File: src/rtl/ring_counter_multimode.sv
// Multimode shift-register sequencer: one-hot ring or Johnson (twisted-ring)
// sequences with run/hold, direction, parallel load, phase index, wrap pulse
// and a sticky error flag for illegal states, which are replaced by the seed.
module ring_counter_multimode #(
   parameter int WIDTH     = 8,
   parameter int RESET_POS = WIDTH - 1,
   parameter int PW        = $clog2(2 * WIDTH)
) (
   input  logic             clk,
   input  logic             reset,
   input  logic             en,
   input  logic             mode,
   input  logic             dir,
   input  logic             load,
   input  logic [WIDTH-1:0] load_val,
   input  logic             clear_err,
   output logic [WIDTH-1:0] q,
   output logic [PW-1:0]    phase,
   output logic             wrap,
   output logic             err
);

   typedef enum logic {
      MODE_RING    = 1'b0,
      MODE_JOHNSON = 1'b1
   } mode_t;

   localparam logic [WIDTH-1:0] RING_SEED    = WIDTH'(1) << RESET_POS;
   localparam logic [WIDTH-1:0] JOHNSON_SEED = '0;
   localparam logic [PW-1:0]    LAST_RING    = PW'(WIDTH - 1);
   localparam logic [PW-1:0]    LAST_JOHNSON = PW'(2 * WIDTH - 1);

   mode_t            mode_q, mode_n;
   logic [WIDTH-1:0] q_n;
   logic [PW-1:0]    phase_n;
   logic             wrap_n;
   logic             err_n;
   logic             err_set;
   logic [PW-1:0]    last_phase;

   function automatic int popcount(input logic [WIDTH-1:0] v);
      int n;
      n = 0;
      for (int i = 0; i < WIDTH; i++) begin
         if (v[i]) n++;
      end
      return n;
   endfunction

   // Johnson states have at most one boundary between adjacent bits:
   // ones-then-zeros from the MSB, zeros-then-ones, all zeros or all ones.
   function automatic logic is_legal(input logic [WIDTH-1:0] v, input mode_t m);
      int edges;
      edges = 0;
      for (int i = 0; i < WIDTH - 1; i++) begin
         if (v[i] != v[i+1]) edges++;
      end
      if (m == MODE_RING) return (popcount(v) == 1);
      return (edges <= 1);
   endfunction

   function automatic logic [WIDTH-1:0] seed_of(input mode_t m);
      return (m == MODE_RING) ? RING_SEED : JOHNSON_SEED;
   endfunction

   // Phase of a legal state: ring counts steps of the hot bit away from
   // RESET_POS toward the LSB; Johnson counts fill (MSB side) then drain.
   function automatic logic [PW-1:0] phase_of(input logic [WIDTH-1:0] v, input mode_t m);
      int idx;
      idx = 0;
      for (int i = 0; i < WIDTH; i++) begin
         if (v[i]) idx = i;
      end
      if (m == MODE_RING) return PW'((RESET_POS - idx + WIDTH) % WIDTH);
      if (v == '0) return '0;
      if (v[WIDTH-1]) return PW'(popcount(v));
      return PW'(2 * WIDTH - popcount(v));
   endfunction

   assign last_phase = (mode_q == MODE_RING) ? LAST_RING : LAST_JOHNSON;

   // Next-state selection: mode change, then load, then step, then hold.
   always_comb begin
      // NOTE: every signal written here gets a default first so no latch is inferred.
      q_n     = q;
      phase_n = phase;
      wrap_n  = 1'b0;
      mode_n  = mode_q;
      err_set = 1'b0;

      if (mode_t'(mode) != mode_q) begin
         mode_n  = mode_t'(mode);
         q_n     = seed_of(mode_t'(mode));
         phase_n = '0;
      end else if (load) begin
         if (is_legal(load_val, mode_q)) begin
            q_n     = load_val;
            phase_n = phase_of(load_val, mode_q);
         end else begin
            q_n     = seed_of(mode_q);
            phase_n = '0;
            err_set = 1'b1;
         end
      end else if (en) begin
         if (!is_legal(q, mode_q)) begin
            // Upset state: resynchronise to the seed instead of shifting garbage.
            q_n     = seed_of(mode_q);
            phase_n = '0;
            err_set = 1'b1;
         end else begin
            if (mode_q == MODE_RING) begin
               q_n = dir ? {q[WIDTH-2:0], q[WIDTH-1]} : {q[0], q[WIDTH-1:1]};
            end else begin
               q_n = dir ? {q[WIDTH-2:0], ~q[WIDTH-1]} : {~q[0], q[WIDTH-1:1]};
            end
            if (!dir) begin
               wrap_n  = (phase == last_phase);
               phase_n = (phase == last_phase) ? '0 : phase + PW'(1);
            end else begin
               wrap_n  = (phase == '0);
               phase_n = (phase == '0) ? last_phase : phase - PW'(1);
            end
         end
      end

      // A new error beats a simultaneous clear.
      err_n = err_set ? 1'b1 : (clear_err ? 1'b0 : err);
   end

   // State register with asynchronous active-high reset to the ring seed.
   always_ff @(posedge clk or posedge reset) begin
      if (reset) begin
         // NOTE: non-blocking assignments so every register samples pre-edge values together.
         q      <= RING_SEED;
         phase  <= '0;
         wrap   <= 1'b0;
         err    <= 1'b0;
         mode_q <= MODE_RING;
      end else begin
         q      <= q_n;
         phase  <= phase_n;
         wrap   <= wrap_n;
         err    <= err_n;
         mode_q <= mode_n;
      end
   end

endmodule
File: config.mk
export PLATFORM = sky130hd
export DESIGN_NAME = ring_counter_multimode
export DESIGN_NICKNAME = d
export VERILOG_FILES = /design/src/rtl/ring_counter_multimode.sv
export SDC_FILE = /design/constraint.sdc
export NUM_CORES = 1
export LEC_CHECK = 0
export ABC_CLOCK_PERIOD_IN_PS = 16850
export BUFFER_PORTS_ARGS = -buffer_cell sky130_fd_sc_hd__buf_2
export CORE_ASPECT_RATIO = 0.8
export CORE_MARGIN = 2
export CORE_UTILIZATION = 25
export CTS_CLUSTER_DIAMETER = 60
export DETAILED_ROUTE_END_ITERATION = 7
export PLACE_DENSITY = 0.52
export SLEW_MARGIN = 20
export SYNTH_ARGS = -nofsm -noshare
export SYNTH_HDL_FRONTEND = slang
export SYNTH_SLANG_ARGS = --single-unit
File: constraint.sdc
create_clock -name clk -period 16.85 [get_ports clk]
set_input_delay 3.37 -clock clk [delete_from_list [all_inputs] [get_ports clk]]
set_output_delay 3.37 -clock clk [all_outputs]
set_load 0.005 [all_outputs]
==> flow_summary_export.csv <==
group,metric,value,unit
sta,hold_viol,0,
grt,grt_max_degree,30,
clocking,numCtsBuffers,3,
grt,grt_usage,13.0,%
drt,wl_met1,4990,um
synth,avgSynthCellArea,7.89,sq um
synth,seq_area_frac_synth,10.7,%
grt,grt_pass1_vias,3082,
worst_setup_path,crit_required,17.00,ns
clocking,hold_buffers,0,
cells_and_area,fin_area,3830,sq um
grt,grt_pass1_wl,15900,um
drt,wl_met3,506,um
floorplan,die_y,110,um
worst_setup_path,arrival,8.58,ns
power_and_ir_drop,p_leak,1.64,nW
clocking,clock-sinks,15,
worst_setup_path,path_max_fanout,7,
place,dp_slack,8.24,ns
drt,wl_met2,3670,um
place,io_buffers,28,
drt,highest_layer,"met4",
run,cap_violations,0,
cells_and_area,mostFrequentLayoutCells,"nand2_1 (53), ha_1 (36), inv_1 (32), nor2_1 (30), buf_2 (28)",
drt,drtAntennaViolNets,0,
cells_and_area,final_cells,635,
synth,synth_top_area_share,12.9,%
place,gp_congestion,0.839,
sta,slew_violations,0,
cells_and_area,diodes,0,
synth,ys_seq_elements,15,
sta,setup_ws,8.42,ns
place,dp_hpwl,7330,um
synth,yosys.area.top_type,"ha_1",
floorplan,num_rows,38,
synth,synthArstFlopShare,100,%
floorplan,core-area,13600,sq um
clocking,postCtsResizedCells,0,
cells_and_area,drive_gt1_share,16.0,%
drt,drt_pass1_iterations,4,
run_status,status,"complete, no violations",
drt,via_count,3276,
cells_and_area,nNetsFinal,507,
floorplan,die_w,136,um
synth,ys.flop_type,"dfrtp_1",
place,place_inst,631,
power_and_ir_drop,power_density,107,nW/um^2
clocking,cts_tree,"done",
floorplan,die_area,15000,sq um
cells_and_area,final_common_cell,"nand2_1",
place,dpl_cell_area,3750,sq um
synth,synthTopCellsByArea,"ha_1 (13%), dfrtp_1 (10%), xnor2_1 (6.2%)",
hold_path,min_path_type,"reg2reg",
power_and_ir_drop,ir_drop,0.0399,mV
sta,fin_crit_sh,50.0,%
drt,routed_wl,9240,um
worst_setup_path,start_kind,"input pin",
drt,vias_per_cell,5.16,
worst_setup_path,r2r-start,"q[1]",
hold_path,hp-start,"err",
synth,mappedNetlistArea,3500,sq um
drt,drcViolationCount,0,
synth,syn_nets,495,
clocking,clock_path_buffers,2,
clocking,cts_setup_buffers,0,
sta,fin_crit,8.43,ns
sta,rsz0062_at_grt,"no",
synth,synth_cell_type_count,80,
drt,drt_iter0_markers,225,
clocking,clockRootBuffer,"clkbuf_16",
sta,finClkSkew,0.00566,ns
grt,grt_overflow_total,0,
floorplan,start_util,25.7,%
sta,timing.slew.headroom,34.2,%
grt,antenna_found_initial,0,
sta,worst_slew_pin_slew,0.987,ns
synth,synth_warnings,0,
synth,synthCells,444,
worst_setup_path,setup.worst_path.end_class,"flip-flop",
sta,finalSetupViolCount,0,
cells_and_area,area_delta_synth_final,9.25,%
clocking,worst_skew_pair.late_latency,0.25,ns
worst_setup_path,critPathLaunch,"load_val[0]",
worst_setup_path,crit_type,"in2reg",
sta,fmax,119,MHz
drt,avgRoutedWirePerCell,14.6,um
sta,setup_tns,0,ns
synth,synth_edf_count,0,
floorplan,boundaryPins,29,
clocking,clk_pin_slew_worst_paths,0.05,ns
clocking,cts_htree_levels,1,
## Yosys cell counts, types with 6 or more instances
cell type and n:
clkbuf_1 6, a31oi_1 6, nand2b_1 7, ha_1 36, nand4_1 6, dfrtp_1 14
o221ai_1 10, nor2_1 30, inv_1 32, nand2_1 53, o22ai_1 6, a21oi_1 23
nor3_1 8, buf_2 6, mux2i_1 11, nand3_1 13, o21ai_0 14, xor2_1 11
xnor2_1 25
## per-layer routing
layer | track usage, % | up-vias
li1 | - | 1637
met1 | 20.2 | 1549
met2 | 18.8 | 84
met3 | 2.12 | 6
met4 | 2.08 | 0
met5 | 0 | -
## path summary, 6_finish.rpt
path / end / slack (ns) / cells past startpoint
max: q[4] / 8.42 / 26
min: err / 0.57 / 2
max reg2reg: phase[3] / 10.73 / 25
min reg2reg: err / 0.57 / 2
max in group asynchronous: q[1] / 13.23 / 2
min in group asynchronous: phase[2] / 3.20 / 2
## worst max-delay path, stage by stage
cell,delay [ns]
buf_2,0.13
inv_1,0.07
ha_1,0.42
xnor2_2,0.27
inv_1,0.07
ha_1,0.27
and2_1,0.19
a21o_1,0.16
ha_1,0.29
nor2_1,0.17
nor2_1,0.06
ha_1,0.29
nand2_1,0.10
nand2_1,0.07
ha_1,0.27
nor2_1,0.05
a31oi_1,0.42
ha_1,0.34
mux2i_1,0.22
ha_1,0.21
nand2_1,0.05
a211oi_1,0.18
a2bb2oi_1,0.30
a22o_1,0.19
nand2_1,0.17
o221ai_1,0.24
## layout make-up
type,instances,area (sq um)
fill,1470,9820
clock buffer,4,78.8
inverter,33,124
tap,180,225
sequential,15,377
timing repair buffer,31,163
multi-input combinational,372,2860
## power breakdown
group	internal [mW]	leakage, nW	switching, mW
Clock	0.0321	0.0382	0.0159
Combinational	0.132	1.40	0.165
Sequential	0.0434	0.200	0.0202
## logic make-up after synthesis
family / Yosys count / share of synthesized area [%]
compound gates: 108 / 23.2
simple gates: 162 / 24.1
mux: 17 / 5.39
xor+xnor: 48 / 15.8
buf+inv: 57 / 7.60
flops: 15 / 10.7
fa+ha+maj: 37 / 13.1
## stage by stage
step	utilization [%]	hold WS, ns	power (mW)
3_5_place_dp	27.5	0.557	0.358
4_1_cts	28.1	0.568	0.408
5_1_grt	28.1	0.583	0.455
3_3_place_gp	27.5	0.558	0.350
6_report	28.1	0.570	0.408
2_1_floorplan	-	0.535	0.298
## sequential cells by signal (all words and copies together), names as in the netlist
name    cells
mode_q      1
wrap        1
err         1
phase       4
q           8
(Power assumes the default switching activity.)
